==> src/rtl/uart_tx_arb.sv <==
`timescale 1ns/1ps
`default_nettype none
// ============================================================================
//  Module   : uart_tx_arb
//  Purpose  : Round-robin arbiter sharing one UART transmitter between two
//             byte-stream requesters. A requester keeps the grant for a whole
//             message (up to tlast). An owner that goes quiet mid-message is
//             released by an idle timeout with a one-cycle abort pulse.
//             A single output holding register feeds the transmitter.
//  Revision : 1.0 - initial release
// ============================================================================
module uart_tx_arb #(
   parameter int TIMEOUT = 255            // idle owner cycles before release (1..65535)
) (
   input  logic       clk,
   input  logic       rst,

   input  logic [7:0] req0_tdata,
   input  logic       req0_tvalid,
   input  logic       req0_tlast,
   output logic       req0_tready,

   input  logic [7:0] req1_tdata,
   input  logic       req1_tvalid,
   input  logic       req1_tlast,
   output logic       req1_tready,

   output logic [7:0] output_axis_tdata,
   output logic       output_axis_tvalid,
   input  logic       output_axis_tready,

   output logic [1:0] grant,
   output logic       abort
);

   // Timeout threshold held at the counter width.
   localparam logic [15:0] c_TIMEOUT = 16'(TIMEOUT);

   typedef enum logic [0:0] {
      ST_IDLE = 1'b0,
      ST_LOCK = 1'b1
   } state_t;

   state_t      r_state;
   logic [1:0]  r_grant;        // one-hot owner, 00 while idle
   logic        r_last_owner;   // 0 = req0 owned last, 1 = req1 owned last
   logic [15:0] r_idle_cnt;     // owner-idle cycles inside the current message
   logic [7:0]  r_out_data;
   logic        r_out_valid;
   logic        r_abort;

   logic        w_accept;
   logic        w_ready0;
   logic        w_ready1;
   logic        w_own_valid;
   logic [7:0]  w_own_data;
   logic        w_own_last;
   logic        w_owner_id;
   logic        w_hs;
   logic        w_cnt_inc;
   logic [15:0] w_cnt_next;
   logic        w_timeout;
   logic        w_pick1;

   // Output register can take a byte when empty or emptying this cycle.
   assign w_accept = !r_out_valid || output_axis_tready;

   // Ready only to the current owner; grant is 00 while idle so both are low.
   assign w_ready0 = r_grant[0] & w_accept;
   assign w_ready1 = r_grant[1] & w_accept;

   // Owner-side view of the selected stream.
   assign w_owner_id  = r_grant[1];
   assign w_own_valid = (r_grant[0] & req0_tvalid) | (r_grant[1] & req1_tvalid);
   assign w_own_data  = r_grant[1] ? req1_tdata : req0_tdata;
   assign w_own_last  = r_grant[1] ? req1_tlast : req0_tlast;

   // A byte moves from the owner into the holding register this cycle.
   assign w_hs = (req0_tvalid & w_ready0) | (req1_tvalid & w_ready1);

   // The counter only advances while the owner itself is silent; a
   // downstream stall with the owner still valid does not count.
   assign w_cnt_inc  = (r_state == ST_LOCK) && !w_own_valid;
   assign w_cnt_next = r_idle_cnt + {15'd0, w_cnt_inc};
   assign w_timeout  = w_cnt_inc && (w_cnt_next == c_TIMEOUT);

   // Arbitration: on a tie the requester that did not own last wins.
   assign w_pick1 = req1_tvalid && (!req0_tvalid || !r_last_owner);

   // Arbiter state machine, idle counter and output holding register.
   always_ff @(posedge clk or posedge rst) begin
      if (rst) begin
         r_state      <= ST_IDLE;
         r_grant      <= 2'b00;
         r_last_owner <= 1'b1;
         r_idle_cnt   <= 16'd0;
         r_out_data   <= 8'h00;
         r_out_valid  <= 1'b0;
         r_abort      <= 1'b0;
      end else begin
         r_abort <= 1'b0;

         // Holding register loads on a handshake and drains whenever the
         // transmitter takes it, independent of who owns the grant.
         if (w_hs) begin
            r_out_data  <= w_own_data;
            r_out_valid <= 1'b1;
         end else if (output_axis_tready) begin
            r_out_valid <= 1'b0;
         end

         case (r_state)
            ST_IDLE: begin
               r_idle_cnt <= 16'd0;
               if (req0_tvalid || req1_tvalid) begin
                  r_state <= ST_LOCK;
                  r_grant <= w_pick1 ? 2'b10 : 2'b01;
               end
            end

            ST_LOCK: begin
               if (w_hs) begin
                  // A real byte always beats a timeout in the same cycle.
                  r_idle_cnt <= 16'd0;
                  if (w_own_last) begin
                     r_state      <= ST_IDLE;
                     r_grant      <= 2'b00;
                     r_last_owner <= w_owner_id;
                  end
               end else if (w_timeout) begin
                  r_state      <= ST_IDLE;
                  r_grant      <= 2'b00;
                  r_last_owner <= w_owner_id;
                  r_idle_cnt   <= 16'd0;
                  r_abort      <= 1'b1;
               end else begin
                  r_idle_cnt <= w_cnt_next;
               end
            end

            default: begin
               r_state <= ST_IDLE;
               r_grant <= 2'b00;
            end
         endcase
      end
   end

   assign req0_tready        = w_ready0;
   assign req1_tready        = w_ready1;
   assign output_axis_tdata  = r_out_data;
   assign output_axis_tvalid = r_out_valid;
   assign grant              = r_grant;
   assign abort              = r_abort;

endmodule
`default_nettype wire

==> config.mk <==
export PLATFORM = sky130hd
export DESIGN_NAME = uart_tx_arb
export DESIGN_NICKNAME = d
export VERILOG_FILES = /design/src/rtl/uart_tx_arb.sv
export SDC_FILE = /design/constraint.sdc
export NUM_CORES = 1
export LEC_CHECK = 0
export ABC_CLOCK_PERIOD_IN_PS = 8800
export BUFFER_PORTS_ARGS = -buffer_cell sky130_fd_sc_hd__buf_2
export CELL_PAD_IN_SITES_DETAIL_PLACEMENT = 0
export CELL_PAD_IN_SITES_GLOBAL_PLACEMENT = 2
export CORE_MARGIN = 1.5
export CORE_UTILIZATION = 35
export DETAILED_ROUTE_END_ITERATION = 7
export PLACE_DENSITY_LB_ADDON = 0.1
export SYNTH_ARGS = -nofsm -noshare
export SYNTH_HDL_FRONTEND = slang
export SYNTH_SLANG_ARGS = --single-unit
==> constraint.sdc <==
create_clock -name clk -period 8.8 [get_ports clk]
set_clock_uncertainty 0.2 [all_clocks]
set_input_delay 0.44 -clock clk [delete_from_list [all_inputs] [get_ports clk]]
set_output_delay 0.44 -clock clk [all_outputs]
set_load 0.05 [all_outputs]
==> results.cfg, run 1 <==
[placement]
place_area_sq_um = 1908
dp_hpwl_um = 2640
gp_congestion = 0.7461
portBuffers = 36

[cts]
clk_latency_ns = 0.28
post_cts_buffers = 0
cts_num_sinks = 30
cts_root_buffer = clkbuf_8
htreeDepth = 2
max-clock-path-buffers = 2
cts.clk_slew.worst_paths_ns = 0.06
cts_tree = yes
cts-buffers-inserted = 5
cts_hold_buf = 0
cts_resized = 0

[power_and_ir_drop]
peakVddDrop_uv = 138.5
powerDensity_nw_per_um2 = 296.8
p_leak_nw = 0.9425

[sta]
fin_tns_setup_ns = 0
rsz0062_at_grt = false
timing.slew.headroom_pct = 56.72
tightestPinTransition_ns = 0.6442
fin_crit_sh_pct = 38.94
finalMaxSlewViolations = 0
setup-violations-final = 0
fmax_mhz = 291.8
finalHoldViolations = 0
period_minus_slack_ns = 3.427

[route]
vias = 1368
avgViaCountPerCell = 4.993
drtIter0Drc = 57
dr.pass1.iters = 4
wl_per_cell_um = 13.40
wl_um = 3672
drtAntennaViolNets = 0
drc = 0

[synth]
synthFlopType = dfrtp_1
synth_nets = 207
avgSynthCellArea_sq_um = 9.284
synth_cell_types = 39
yosysWarnings = 0
ys_seq_elements = 30
yosysSeqAreaShare_pct = 44.75
synthCells = 181
netlist_area_sq_um = 1680
synth_edf_count = 0
async_reset_ff_share_pct = 100.0

[run_status]
status = finished clean

[die]
core_sq_um = 4661
ioPinCount = 37
die_h_um = 72.29
start_util_pct = 36.05
die-area_sq_um = 5226
die_w_um = 72.29
row_count = 25

[setup_path]
worst_setup_path_end_kind = register
critPathLaunchType = register
crit_fanout = 15
path_class = register to register
crit_arrival_ns = 3.37
critPathRequiredTime_ns = 8.75

[finish]
fill_cells = 473
finalInstanceArea_sq_um = 1999
layout_commonest_cell = buf_2
area_growth_pct = 18.99
layout_common_cells = buf_2 (36), nor2_1 (29), dfrtp_1 (29), a21oi_1 (15), nand2_1 (12)
finalNetCount = 245
final_layout_size_suffix_gt1_share_pct = 23.64
diodes = 0
final_core_util_pct = 42.90

[min_path]
min_path_type = input pin to asynchronous set/reset pin

[grt]
grt_overflow = 0
grt_pass1_wl_um = 6127
grt_max_degree = 31
antenna_found_initial = 0
grt_pass1_vias = 1284
track_usage_pct = 15.66

[run]
maxCapViolations = 0
flip-flops by register name (all words and copies together), names as in the netlist:
name,count
r_idle_cnt,16
output_axis_tdata,8
grant,2
r_last_owner,1
output_axis_tvalid,1
r_state,1
abort,1
through the flow:
stage	cells	total power [mW]	hold slack, ns	setup slack [ns]
2_1_floorplan	181	0.4228	0.3301	5.723
3_3_place_gp	266	0.4820	0.3056	5.432
3_5_place_dp	266	0.4864	0.3139	5.331
4_1_cts	274	0.6047	0.04132	5.308
5_1_grt	274	0.6372	0.06634	5.084
6_report	274	0.5934	0.03117	5.373
path summary, 6_finish.rpt:
check                                startpoint                    to  slack [ns]  cells past startpoint
hold reg to reg            output_axis_tdata[0]  output_axis_tdata[0]        0.32                      2
setup reg to reg                       grant[1]              grant[1]        5.37                     11
setup / recovery                       grant[1]              grant[1]        5.37                     11
min in group clk                  req0_tdata[0]  output_axis_tdata[0]        0.25                      3
hold / removal                              rst        r_idle_cnt[13]        0.03                      3
max in group asynchronous                   rst          r_last_owner        8.04                      3
cell families (layout without fill, tap and decap cells):
kind of cell	after synthesis	count (layout)	share of synthesized area [%]
flip-flops	30	30	44.75
AO/OA/AOI/OAI	34	34	13.63
adder cells (fa/ha/maj)	3	3	2.234
multiplexers	10	10	5.957
AND/OR/NAND/NOR	73	73	21.52
XOR/XNOR	15	15	7.819
buffers and inverters	16	55	4.094
critical path, stage by stage (launching register included):
cell and delay (ns):
dfrtp_1 0.61, a22oi_2 0.28, nand2_1 0.11, inv_1 0.09, ha_1 0.14, ha_1 0.25
and4_1 0.26, and3_1 0.21, a31oi_1 0.09, or4_4 0.58, o21bai_4 0.37, o211ai_1 0.12
where the power goes:
| part | switching [mW] | internal (mW) | leakage [nW] |
|---|---|---|---|
| Combinational | 0.189 | 0.0801 | 0.513 |
| Clock | 0.0514 | 0.0630 | 0.0482 |
| Sequential | 0.0359 | 0.174 | 0.381 |
| Total | 0.276 | 0.317 | 0.942 |
area by class of cell:
cell class	instances	area [sq um]	area share, %
sequential	30	752.0	37.61
timing repair buffer	38	195.2	9.762
inverter	9	33.78	1.690
clock inverter	1	5.005	0.2503
tap	54	67.56	3.379
multi-input combinational	135	859.6	42.99
clock buffer	7	86.33	4.318
synthesized netlist by cell type, drive strengths merged (2+ instances only):
cell    count  area, sq um
a21oi      15        75.07
a22oi       2        20.02
a31oi       3        18.77
and2        3        18.77
and3        6        37.54
buf         2        15.01
clkbuf      5        20.01
dfrtp      29        725.7
ha          3        37.54
inv         9        33.78
mux2i      10        100.1
nand2      12        45.04
nand2b      4        25.02
nand3       5        25.02
nor2       29        108.9
nor3        5        25.02
nor4b       2        17.52
o211ai      3        22.52
o21ai       3        15.01
o21bai      3        33.78
or4         2        18.77
xnor2       7        61.31
xor2        8        70.07
layer usage:
layer	part of all wire [%]	track usage, %	vias up
li1	-	-	701
met1	46	19.13	638
met5	0	0	-
met2	49	26.65	25
met3	3.8	4.583	4
met4	1.4	5.031	0
Power figures use the tool's default switching activity.
==> run 2: changes to the inputs <==
- ABC_CLOCK_PERIOD_IN_PS: 8800 -> 2810
- CORE_UTILIZATION: 35 -> 29
- clock period: 8.8 -> 2.81 ns (I/O delays scaled with it)
==> results.cfg, run 2 (synthesis gave the netlist of run 1 again) <==
[die]
row_count = 27
die-area_sq_um = 6260
die_h_um = 79.12
core_sq_um = 5540
die_w_um = 79.12
start_util_pct = 30.33
ioPinCount = 37

[cts]
cts_num_sinks = 30
cts-buffers-inserted = 5
max-clock-path-buffers = 2
cts_tree = yes
cts_root_buffer = clkbuf_8
clk_latency_ns = 0.28
htreeDepth = 2
cts.clk_slew.worst_paths_ns = 0.07

[placement]
place_ws_ns = -0.07250
dp_hpwl_um = 3096
portBuffers = 36
dp.cells = 301
gp_congestion = 0.8723

[power_and_ir_drop]
finalPower_mw = 2.365
powerDensity_nw_per_um2 = 918.4
p_leak_nw = 1.187
peakVddDrop_uv = 448.5

[finish]
final_cells = 335
area_growth_pct = 53.24
seq_area_sq_um = 754.5
layout_common_cells = buf_2 (36), dfrtp_1 (27), nor2_1 (22), buf_4 (21), dlygate4sd3_1 (19)
final_core_util_pct = 46.48
layout_commonest_cell = buf_2
multi_input_area_sq_um = 969.7
fill_cells = 542
finalNetCount = 288
regMostFlops = r_idle_cnt
largest_register_ffs = 16
diodes = 0
final_layout_size_suffix_gt1_share_pct = 36.50

[grt]
track_usage_pct = 14.77
grt_overflow = 0
antenna_found_initial = 0
grt_pass1_vias = 1508
grt_max_degree = 22
grt_pass1_wl_um = 7051

[min_path]
hold_start = req0_tvalid
min_path_type = input pin to register

[setup_path]
crit_family = simple AND/OR/NAND/NOR gates
crit_fanout = 6
cp_num_buf_inv = 3
crit_chain = a22oi_2, nand2_2, inv_2, ha_4, ha_4, and4_4, and3_4, a31oi_4, or4_4, o21bai_4, buf_12, buf_12, nor2_1
slowest_delay_ns = 0.52
startpoint = grant[0]
crit_arrival_ns = 2.79
critPathLaunchType = register
path_class = register to register
slowest_stage = or4_4
worst_setup_path_end_kind = register
worst_r2r_startpoint = grant[0]
critPathRequiredTime_ns = 2.78

[route]
dr.pass1.iters = 4
drtIter0Drc = 76
wl_um = 4379
avgViaCountPerCell = 4.618
drtAntennaViolNets = 0
drc = 0
wl_per_cell_um = 13.07
vias = 1547

[sta]
fmax_mhz = 355.0
rsz0062_at_grt = true
fin_crit_sh_pct = 100.2
finalMaxSlewViolations = 0
fin_tns_setup_ns = -0.03390
period_minus_slack_ns = 2.817
setup-violations-final = 8
timing.slew.headroom_pct = 50.44
tightestPinTransition_ns = 0.7427
finalHoldViolations = 0
worst_slack_ns = -0.006985

[run_status]
status = finished with violations
violations = negative setup slack

[run]
maxCapViolations = 0
## run 2: cell types whose count changed in the layout (fill, tap and decap cells not counted), sizes merged
cell and delta:
clkbuf -2, buf +24, dlygate4sd3 +19, bufinv +1
clkinv +1
## run 2: power by group
part	internal (mW)	switching (mW)	leakage, nW
Sequential	0.547	0.0788	0.378
Combinational	0.555	0.753	0.750
Clock	0.261	0.170	0.0579
Total	1.36	1.00	1.19
## run 2: final cells by class
class	instances	share of cell area, %
inverter	9	1.312
clock buffer	5	2.672
tap	72	3.499
timing repair buffer	81	24.00
multi-input combinational	135	37.66
sequential	30	29.30
clock inverter	3	1.555
## run 2: metrics by stage
stage	cell area [sq um]	hold WS, ns
3_3_place_gp	2093	0.1256
4_1_cts	2512	0.008564
5_1_grt	2575	0.01778
3_5_place_dp	2093	0.1153
6_report	2575	0.01312
2_1_floorplan	1703	0.03043
## run 2: worst min-delay path: stages
cell      delay [ns]
buf_2           0.13
o211ai_1        0.09
o211ai_1        0.09
## run 2: path summary, 6_finish.rpt
kind	slack (ns)	end	depth (start not counted)
max in group asynchronous	1.42	r_idle_cnt[13]	4
min in group asynchronous	0.33	output_axis_tdata[2]	3
hold / removal	0.01	grant[0]	3
setup / recovery	-0.007	r_idle_cnt[12]	13
hold reg to reg	0.33	output_axis_tdata[4]	2
setup reg to reg	-0.007	r_idle_cnt[12]	13
## run 2: layer usage
metal | vias up | part of all wire, % | wire length [um] | track usage (%)
li1 | 787 | - | - | -
met1 | 732 | 45 | 1989 | 18.19
met2 | 23 | 50 | 2204 | 24.96
met3 | 5 | 2.8 | 122 | 3.563
met4 | 0 | 1.4 | 63 | 5.439
met5 | - | 0 | 0 | 0
## run 2: timing repair
item | 4_1_cts | 5_1_grt
pin swaps | 10 | 2
setup endpoints to repair | 17 | 18
hold buffers | 19 | 0
gates resized for setup | 12 | 11
buffers inserted | 3 | 3
endpoints found under the hold margin | 27 | 0
cloned | 1 | 0
